`config.mk`:
```
export PLATFORM = sky130hd
export DESIGN_NAME = backdoor_mem_arbiter
export DESIGN_NICKNAME = d
export VERILOG_FILES = /design/src/rtl/backdoor_mem_arbiter.sv
export SDC_FILE = /design/constraint.sdc
export NUM_CORES = 2
export LEC_CHECK = 0
export ABC_AREA = 0
export BUFFER_PORTS_ARGS = -buffer_cell sky130_fd_sc_hd__buf_2
export CAP_MARGIN = 30
export CORE_AREA = 2 2 473 475
export CTS_CLUSTER_SIZE = 28
export DETAILED_ROUTE_END_ITERATION = 8
export DIE_AREA = 0 0 475 477
export PLACE_DENSITY = 0.56
export SLEW_MARGIN = 0
export SYNTH_ARGS = -nofsm -noshare
export SYNTH_HDL_FRONTEND = slang
export SYNTH_SLANG_ARGS = --single-unit
```
`constraint.sdc`:
```
create_clock -name clk -period 4.8 [get_ports clk]
set_input_delay 0.48 -clock clk [delete_from_list [all_inputs] [get_ports clk]]
set_output_delay 0.48 -clock clk [all_outputs]
set_load 0.05 [all_outputs]
```
`src/rtl/backdoor_mem_arbiter.sv`:
```
// Round-robin backdoor access engine. Each channel has a request FIFO, and one
// request at a time is issued to the shared memory port. Read data returns to the requesting channel.
module backdoor_mem_arbiter #(
    parameter int NUM_CH     = 4,
    parameter int ADDR_W     = 32,
    parameter int DATA_W     = 64,
    parameter int FIFO_DEPTH = 4,
    parameter int RD_LATENCY = 1
) (
    input  logic                         clk,
    input  logic                         rst_n,
    input  logic [NUM_CH-1:0]            req_valid,
    output logic [NUM_CH-1:0]            req_ready,
    input  logic [NUM_CH-1:0]            req_write,
    input  logic [NUM_CH*ADDR_W-1:0]     req_addr,
    input  logic [NUM_CH*DATA_W-1:0]     req_wdata,
    input  logic [NUM_CH*(DATA_W/8)-1:0] req_mask,
    output logic [NUM_CH-1:0]            rsp_valid,
    output logic [DATA_W-1:0]            rsp_rdata,
    input  logic                         mem_busy,
    output logic                         mem_req,
    output logic                         mem_write,
    output logic [ADDR_W-1:0]            mem_addr,
    output logic [DATA_W-1:0]            mem_wdata,
    output logic [DATA_W/8-1:0]          mem_mask,
    input  logic [DATA_W-1:0]            mem_rdata,
    output logic [1:0]                   dbg_state
);
    localparam int MASK_W = DATA_W / 8;
    localparam int AW     = $clog2(FIFO_DEPTH);
    localparam int PW     = AW + 1;
    localparam int CH_W   = (NUM_CH > 1) ? $clog2(NUM_CH) : 1;
    localparam int CNT_W  = (RD_LATENCY > 1) ? $clog2(RD_LATENCY) : 1;

    typedef enum logic [1:0] {S_IDLE = 2'd0, S_ISSUE = 2'd1, S_WAIT = 2'd2} state_e;

    // Handshake: a request on channel c is accepted on a clock edge where
    // req_valid[c] and req_ready[c] are both high; req_ready depends only on
    // registered FIFO pointers, so a pop never makes room in the same cycle.

    logic              fifo_wr_q   [NUM_CH][FIFO_DEPTH];
    logic [ADDR_W-1:0] fifo_addr_q [NUM_CH][FIFO_DEPTH];
    logic [DATA_W-1:0] fifo_data_q [NUM_CH][FIFO_DEPTH];
    logic [MASK_W-1:0] fifo_mask_q [NUM_CH][FIFO_DEPTH];
    logic [PW-1:0]     wr_ptr_q    [NUM_CH];
    logic [PW-1:0]     rd_ptr_q    [NUM_CH];

    logic [NUM_CH-1:0] full, empty, push, pop_vec;
    logic              found;

    state_e            state_q, state_d;
    logic [CH_W-1:0]   grant_q, grant_d, rr_q, rr_d;
    logic [CNT_W-1:0]  cnt_q, cnt_d;
    logic [NUM_CH-1:0] rsp_valid_q, rsp_d;
    logic [DATA_W-1:0] rsp_rdata_q, rdata_d;
    logic              ent_wr_q;
    logic [ADDR_W-1:0] ent_addr_q;
    logic [DATA_W-1:0] ent_data_q;
    logic [MASK_W-1:0] ent_mask_q;

    // Pointers carry one extra wrap bit so full and empty are distinguishable.
    always_comb begin
        for (int c = 0; c < NUM_CH; c++) begin
            empty[c] = (wr_ptr_q[c] == rd_ptr_q[c]);
            full[c]  = (wr_ptr_q[c][PW-1] != rd_ptr_q[c][PW-1]) &&
                       (wr_ptr_q[c][AW-1:0] == rd_ptr_q[c][AW-1:0]);
            push[c]  = req_valid[c] && !full[c];
        end
    end

    always_comb begin
        state_d = state_q;
        grant_d = grant_q;
        rr_d    = rr_q;
        cnt_d   = cnt_q;
        rsp_d   = '0;
        rdata_d = rsp_rdata_q;
        pop_vec = '0;
        found   = 1'b0;
        case (state_q)
            S_IDLE: begin
                if (!mem_busy) begin
                    for (int i = 0; i < NUM_CH; i++) begin
                        if (!found && !empty[(int'(rr_q) + i) % NUM_CH]) begin
                            found   = 1'b1;
                            grant_d = CH_W'((int'(rr_q) + i) % NUM_CH);
                        end
                    end
                end
                if (found) begin
                    pop_vec[grant_d] = 1'b1;
                    rr_d             = (int'(grant_d) == NUM_CH - 1) ? '0 : grant_d + 1'b1;
                    state_d          = S_ISSUE;
                end
            end
            S_ISSUE: begin
                if (ent_wr_q) begin
                    rsp_d[grant_q] = 1'b1;
                    state_d        = S_IDLE;
                end else begin
                    cnt_d   = CNT_W'(RD_LATENCY - 1);
                    state_d = S_WAIT;
                end
            end
            S_WAIT: begin
                if (cnt_q == '0) begin
                    rsp_d[grant_q] = 1'b1;
                    rdata_d        = mem_rdata;
                    state_d        = S_IDLE;
                end else begin
                    cnt_d = cnt_q - 1'b1;
                end
            end
            default: state_d = S_IDLE;
        endcase
    end

    always_ff @(posedge clk or negedge rst_n) begin
        if (!rst_n) begin
            state_q     <= S_IDLE;
            grant_q     <= '0;
            rr_q        <= '0;
            cnt_q       <= '0;
            rsp_valid_q <= '0;
            rsp_rdata_q <= '0;
            ent_wr_q    <= 1'b0;
            ent_addr_q  <= '0;
            ent_data_q  <= '0;
            ent_mask_q  <= '0;
            for (int c = 0; c < NUM_CH; c++) begin
                wr_ptr_q[c] <= '0;
                rd_ptr_q[c] <= '0;
            end
        end else begin
            state_q     <= state_d;
            grant_q     <= grant_d;
            rr_q        <= rr_d;
            cnt_q       <= cnt_d;
            rsp_valid_q <= rsp_d;
            rsp_rdata_q <= rdata_d;
            if (found) begin
                ent_wr_q   <= fifo_wr_q[grant_d][rd_ptr_q[grant_d][AW-1:0]];
                ent_addr_q <= fifo_addr_q[grant_d][rd_ptr_q[grant_d][AW-1:0]];
                ent_data_q <= fifo_data_q[grant_d][rd_ptr_q[grant_d][AW-1:0]];
                ent_mask_q <= fifo_mask_q[grant_d][rd_ptr_q[grant_d][AW-1:0]];
            end
            for (int c = 0; c < NUM_CH; c++) begin
                if (push[c])    wr_ptr_q[c] <= wr_ptr_q[c] + 1'b1;
                if (pop_vec[c]) rd_ptr_q[c] <= rd_ptr_q[c] + 1'b1;
            end
        end
    end

    // Payload storage needs no reset; only the pointers define valid entries.
    always_ff @(posedge clk) begin
        for (int c = 0; c < NUM_CH; c++) begin
            if (push[c]) begin
                fifo_wr_q[c][wr_ptr_q[c][AW-1:0]]   <= req_write[c];
                fifo_addr_q[c][wr_ptr_q[c][AW-1:0]] <= req_addr[c*ADDR_W +: ADDR_W];
                fifo_data_q[c][wr_ptr_q[c][AW-1:0]] <= req_wdata[c*DATA_W +: DATA_W];
                fifo_mask_q[c][wr_ptr_q[c][AW-1:0]] <= req_mask[c*MASK_W +: MASK_W];
            end
        end
    end

    assign req_ready = ~full;
    assign rsp_valid = rsp_valid_q;
    assign rsp_rdata = rsp_rdata_q;
    assign mem_req   = (state_q == S_ISSUE);
    assign mem_write = mem_req && ent_wr_q;
    assign mem_addr  = mem_req ? ent_addr_q : '0;
    assign mem_wdata = mem_req ? ent_data_q : '0;
    assign mem_mask  = !mem_req ? '0 : (ent_wr_q ? ent_mask_q : {MASK_W{1'b1}});
    assign dbg_state = state_q;

endmodule
```
=== Word level (Yosys, flattened, before mapping) ===
Memory sizes are Yosys's and may differ from the RTL's.
Index checks and enable logic that the tools add are counted.

* $add $sub $neg: 13
* Magnitude comparators: 18
* Equality and inequality tests: 18
* Multiplexer cells: 119
* Bitwise logic cells: 11
* Reduce and logical (&&, ||, !) cells: 37

{| class="wikitable"
|+ Operators with widths
! kind !! number
|-
| $mux W256 || 4
|-
| $demux W64 S2 || 4
|-
| $mux W128 || 4
|-
| $mux W64 || 7
|-
| $mux W32 || 11
|-
| $demux W32 S2 || 4
|-
| $bmux W64 S2 || 1
|-
| $bmux W32 S2 || 1
|-
| $demux W8 S2 || 4
|-
| $mux W8 || 8
|-
| $mux W1 || 34
|-
| $mux W4 || 8
|-
| $mux W2 || 13
|-
| $add A3 B1 Y3 const B || 8
|-
| $ge A3 B3 Y1 const B || 6
|-
| $logic_and A1 B1 Y1 || 18
|-
| $not A2 Y3 || 6
|-
| $bmux W8 S2 || 1
|-
| $demux W1 S2 || 6
|-
| $eq A3 B3 Y1 || 4
|-
| $lt A3 B1 Y1 const B || 4
|-
| $lt A3 B4 Y1 const B || 3
|-
| $bmux W1 S2 || 5
|-
| $logic_not A1 Y1 || 10
|-
| 21 further kinds || 42
|}

* Register bits after elaboration: 204
* Bits in writable memories: 1680
* Input port bits: 491
* Word-level logic and storage cells: 238
* Memories: 4

{| class="wikitable"
|+ Memories
! name !! words !! bits a word !! rd ports !! clocked after Yosys merged registers in !! wr ports !! RTL line !! RTL
|-
| fifo_data_q || 4 || 256 || 1 || 0 || 4 || 43 || <nowiki>logic [DATA_W-1:0] fifo_data_q [NUM_CH][FIFO_DEPTH];</nowiki>
|-
| fifo_addr_q || 4 || 128 || 1 || 0 || 4 || 42 || <nowiki>logic [ADDR_W-1:0] fifo_addr_q [NUM_CH][FIFO_DEPTH];</nowiki>
|-
| fifo_mask_q || 4 || 32 || 1 || 0 || 4 || 44 || <nowiki>logic [MASK_W-1:0] fifo_mask_q [NUM_CH][FIFO_DEPTH];</nowiki>
|-
| fifo_wr_q || 4 || 4 || 1 || 0 || 4 || 41 || <nowiki>logic fifo_wr_q [NUM_CH][FIFO_DEPTH];</nowiki>
|}

=== Depth between registers and ports, before layout ===
* Depth in word-level cells: 30
* Gate-level depth with buffers: 14

=== Worst setup path before layout ===
OpenSTA, ideal clock, no wires.

* Path type: reg-to-reg
* Start point: reg rd_ptr_q[2] in the netlist's numbering
* End point: mem fifo_addr_q[3][0] in the netlist's numbering, enable pin
* Library setup time: 0.478 ns
* Arrival: 3.791 ns
* Slack: 0.531 ns
* Stages on the path, launching flop included: 4
* Buffers on the path: 0
* Clock period less this slack: 4.269 ns
* Cells stage by stage: dfrtp_1 > xnor2_1 > nand3b_1 > and3_1

{| class="wikitable"
|+ RTL lines
! element !! RTL line !! RTL
|-
| start: declaration || 46 || <nowiki>logic [PW-1:0] rd_ptr_q [NUM_CH];</nowiki>
|-
| start signal: indexed assignment || 149 || <nowiki>if (pop_vec[c]) rd_ptr_q[c] <= rd_ptr_q[c] + 1'b1;</nowiki>
|-
| end: declaration || 42 ||
|}

=== Worst setup path after layout ===
* Start point: reg rd_ptr_q[6] in the netlist's numbering
* End point: reg ent_data_q[41]

* Cells in the longest elaborated chain, start to end: 30

{| class="wikitable"
|+ RTL lines
! element !! RTL line !! RTL
|-
| $eq A3 B3 Y1 || 64 || <nowiki>empty[c] = (wr_ptr_q[c] == rd_ptr_q[c]);</nowiki>
|-
| $bmux W1 S2 || 84 || <nowiki>if (!found && !empty[(int'(rr_q) + i) % NUM_CH]) begin</nowiki>
|-
| $mux W1 (implied by the code) || 84 ||
|-
| $mux W1 || 84 ||
|-
| $mux W1 || 82 || <nowiki>if (!mem_busy) begin</nowiki>
|-
| $mux W1 || 80 || <nowiki>case (state_q)</nowiki>
|-
| $logic_not A1 Y1 || 84 ||
|-
| $logic_and A1 B1 Y1 || 84 ||
|-
| (+11 left out) || - ||
|-
| $mux W2 || 82 ||
|-
| $mux W2 (2 in series) || 80 ||
|-
| $not A2 Y3 (implied by the code) || 144 || <nowiki>ent_data_q <= fifo_data_q[grant_d][rd_ptr_q[grant_d][AW-1:0]];</nowiki>
|-
| $bmux W3 S2 || 144 ||
|-
| $mux W2 (implied by the code) (2 in series) || 144 ||
|-
| $not A2 Y3 (implied by the code) || 144 ||
|-
| $bmux W64 S2 || 144 ||
|-
| $mux W64 (implied by the code) (2 in series) || 144 ||
|-
| end signal: assignment || 144 ||
|-
| end: declaration || 58 || <nowiki>logic [DATA_W-1:0] ent_data_q;</nowiki>
|}

Several ways; a longest one is shown, not always the timed one. The select of a mux whose other input is x is not followed.
A chain may end at the register's enable or synchronous reset.

==> results.yml <==
run_status:
  status: "finished clean"
floorplanning:
  dieArea_mm2: 0.227
  initial_core_util: 0.349
  rows: 173
  core_mm2: 0.221
  fp.dieW_um: 475
  die_h_um: 477
  io-pin-count: 671
clock_tree:
  post_cts_buffers: 0
  cts_sinks: 1883
  post_cts_resized: 0
  numCtsBuffers: 198
  clk_pin_slew_ns: 0.06
  cts_root_buffer: "clkbuf_16"
  cts_buffer_depth: 3
  worstSkewPairLatency_ns: 0.89
  cts_tree: "yes"
  htreeDepth: 4
placement:
  placed_area_mm2: 0.0843
  port_buffers: 670
  dp_hpwl_mm: 143
  routabilityCongestion: 0.790
hold_path:
  min_path_type: "input port to register"
  whs_endpoint: "dbg_state[0]"
  whs_path_depth: 3
  hold_start: "mem_busy"
sta:
  finalSetupViolations: 0
  max_freq_mhz: 241
  hold_violations: 0
  slew_viol_final: 0
  tightest_slew_ns: 1.17
  rsz0062_at_grt: "false"
  min_period_ns: 4.15
  timing.setup.tns_ns: 0
  period_share: 0.865
  slew_headroom: 0.220
  hold_ws_ns: 0.133
  clock_skew_ns: 0.0650
yosys:
  synth_nets: 5079
  synth_ff_type: "edfxtp_1"
  netlist_instances: 4560
  ys_ff_latch: 1883
  syn_avg_cell_area_um2: 16.9
  synth_area_leader_cell: "edfxtp_1"
  async_reset_ff_frac: 0.108
  synth_edf_count: 1680
  synth.top_cell.area_share: 0.653
  yosys_warnings: 0
  yosysUniqueCellTypes: 57
  yosysSeqAreaShare: 0.719
  synth.area.top_cells: "edfxtp_1 65%, mux2i_1 11%, dfrtp_1 6.6%"
  syn_area_mm2: 0.0772
layout:
  drive_above_1_share: 0.252
  multi_input_area_mm2: 0.0201
  fin_area_mm2: 0.0958
  final_common_cell: "edfxtp_1"
  final_cell_mix: "1680 x edfxtp_1, 846 x mux2i_1, 669 x buf_2, 489 x dlygate4sd3_1, 333 x nand2_1"
  ff_latch_area_mm2: 0.0555
  fillers: 19600
  fin_nets: 6263
  final_util: 0.433
  area.growth.synth_to_final_pct: 24.1
detailed_routing:
  ant_nets: 0
  vias: 46000
  route.detailed.vias_per_inst: 5.16
  post_drt_wl_per_cell_um: 27.1
  drt-total-wl_mm: 242
  drtPass1Iterations: 8
  drc: 0
  initialDrtViolationCount: 4177
pwr:
  pwr-share-seq: 0.359
  ir_drop_v: 0.000777
  intPower_w: 0.0400
  leakage_nw: 35.6
  power_w: 0.0657
  clockPowerShare: 0.232
  switching_share: 0.391
  p_sw_w: 0.0257
  pwr-share-comb: 0.409
  cellPowerDensity_mw_per_mm2: 686
critical_path:
  r2r_start: "rd_ptr_q[6]"
  startpoint: "rd_ptr_q[6]"
  path_max_fanout: 35
  worstSetupPathType: "register to register"
  crit_path_start_kind: "register"
  r2r_end: "ent_data_q[41]"
  required_ns: 5.50
  critical_path_arrival_ns: 4.85
  worst-r2r-setup-slack_ns: 0.65
  crit_path_end_kind: "register"
  reg2reg_depth: 11
grt:
  grt_first_pass_wirelength_mm: 342
  met1_usage: 0.291
  overflow: 0
  use_met3: 0.0369
  first_global_vias: 47000
  grtUsageTotal: 0.209
  busiest_layer: "met2"
  grt_max_degree: 140
  antenna_found_initial: 48
  use_met2: 0.338
job:
  drv_cap: 0
-- state kept, by name, summed over array words and instances, names as in the netlist, 2 cells and up --
| name | flops |
|---|---|
| ent_mask_q | 8 |
| grant_q | 2 |
| rsp_rdata | 64 |
| dbg_state | 2 |
| fifo_addr_q | 512 |
| fifo_mask_q | 128 |
| rsp_valid | 4 |
| rr_q | 2 |
| rd_ptr_q | 12 |
| ent_data_q | 64 |
| fifo_wr_q | 16 |
| fifo_data_q | 1024 |
| ent_addr_q | 32 |
| wr_ptr_q | 12 |
-- worst max path at each step --
stage	to	slack, ns	depth (start not counted)
global placement	ent_data_q[34]	0.70	11
finish	ent_data_q[41]	0.65	11
floorplan	fifo_addr_q[3][0]	0.53	3
CTS	ent_data_q[41]	0.61	11
global route	ent_data_q[40]	0.34	11
detailed placement	ent_mask_q[2]	0.69	11
-- repair_timing --
| item | in CTS | in global routing |
|---|---|---|
| hold endpoints to repair | 1818 | 0 |
| endpoints found under the setup margin | 0 | 0 |
| hold buffers | 489 | 0 |
-- worst max-delay path, cell delays in order, from the launching register on --
cell	delay, ns
dfrtp_4	0.50
xnor2_1	0.24
nand3_1	0.27
nor2_1	0.32
a221oi_1	0.19
o41ai_4	0.53
mux2i_1	0.22
mux2i_4	0.23
nand2b_4	0.20
buf_4	0.58
buf_4	0.48
o211ai_1	0.16
-- kinds of logic (layout without fill, tap and decap cells) --
family,count (synthesis),count (layout),share of synthesized area
multiplexers,1126,1126,0.151
AND/OR/NAND/NOR,708,708,0.0515
AO/OA/AOI/OAI,464,464,0.0468
other,0,32,0
adder cells (fa/ha/maj),28,28,0.00454
flip-flops,1883,1883,0.719
buffers and inverters,314,1672,0.0226
XOR/XNOR,37,37,0.00449
-- Yosys cell counts, types with 2 or more instances --
| master | count |
|---|---|
| xnor2_1 | 21 |
| nand4_1 | 7 |
| a21boi_0 | 8 |
| buf_6 | 57 |
| and3_1 | 18 |
| o311ai_1 | 104 |
| mux2i_1 | 846 |
| a31oi_1 | 2 |
| inv_1 | 22 |
| a211oi_1 | 3 |
| nand2b_1 | 6 |
| o221ai_1 | 3 |
| or3b_2 | 104 |
| xnor2_2 | 3 |
| edfxtp_1 | 1680 |
| o31ai_1 | 2 |
| o31a_1 | 2 |
| o211ai_1 | 105 |
| ha_1 | 28 |
| nor4_1 | 2 |
| and2_1 | 102 |
| buf_4 | 16 |
| nor2_1 | 9 |
| nor3_2 | 2 |
| nand3_1 | 12 |
| o21ai_0 | 10 |
| clkbuf_1 | 156 |
| buf_2 | 54 |
| buf_1 | 8 |
| nand2_1 | 333 |
| o211a_1 | 105 |
| dfrtp_1 | 203 |
| mux2_2 | 277 |
| xor2_1 | 13 |
| a21oi_1 | 109 |
| nor3b_1 | 106 |
| nand3b_1 | 2 |
-- through the flow --
stage,cells,worst slack (ns)
floorplan,4560,0.531
global placement,8029,0.698
detailed placement,8030,0.687
CTS,8893,0.612
global route,8910,0.343
finish,8925,0.648
-- area by class of cell --
cell class,count,area share
well taps,2975,0.0389
flip-flops and latches,1883,0.580
clock inverters,96,0.0111
inverters,22,0.000862
repair buffers,1276,0.102
clock buffers,278,0.0569
multi-input cells,2363,0.210
diodes,32,0.000836
-- power groups by stage --
stage | clock, W | combinational (W) | sequential (W)
2_1_floorplan | 0 | 0.0170 | 0.0248
3_3_place_gp | 0 | 0.0265 | 0.0238
3_5_place_dp | 0 | 0.0267 | 0.0239
4_1_cts | 0.0156 | 0.0271 | 0.0236
5_1_grt | 0.0162 | 0.0286 | 0.0239
6_report | 0.0152 | 0.0269 | 0.0236
-- routing by layer --
layer	up-vias	wire (um)
li1	20100	-
met1	23700	107000
met2	1760	113000
met3	382	16500
met4	32	5140
met5	-	201
(Power assumes the default switching activity.)
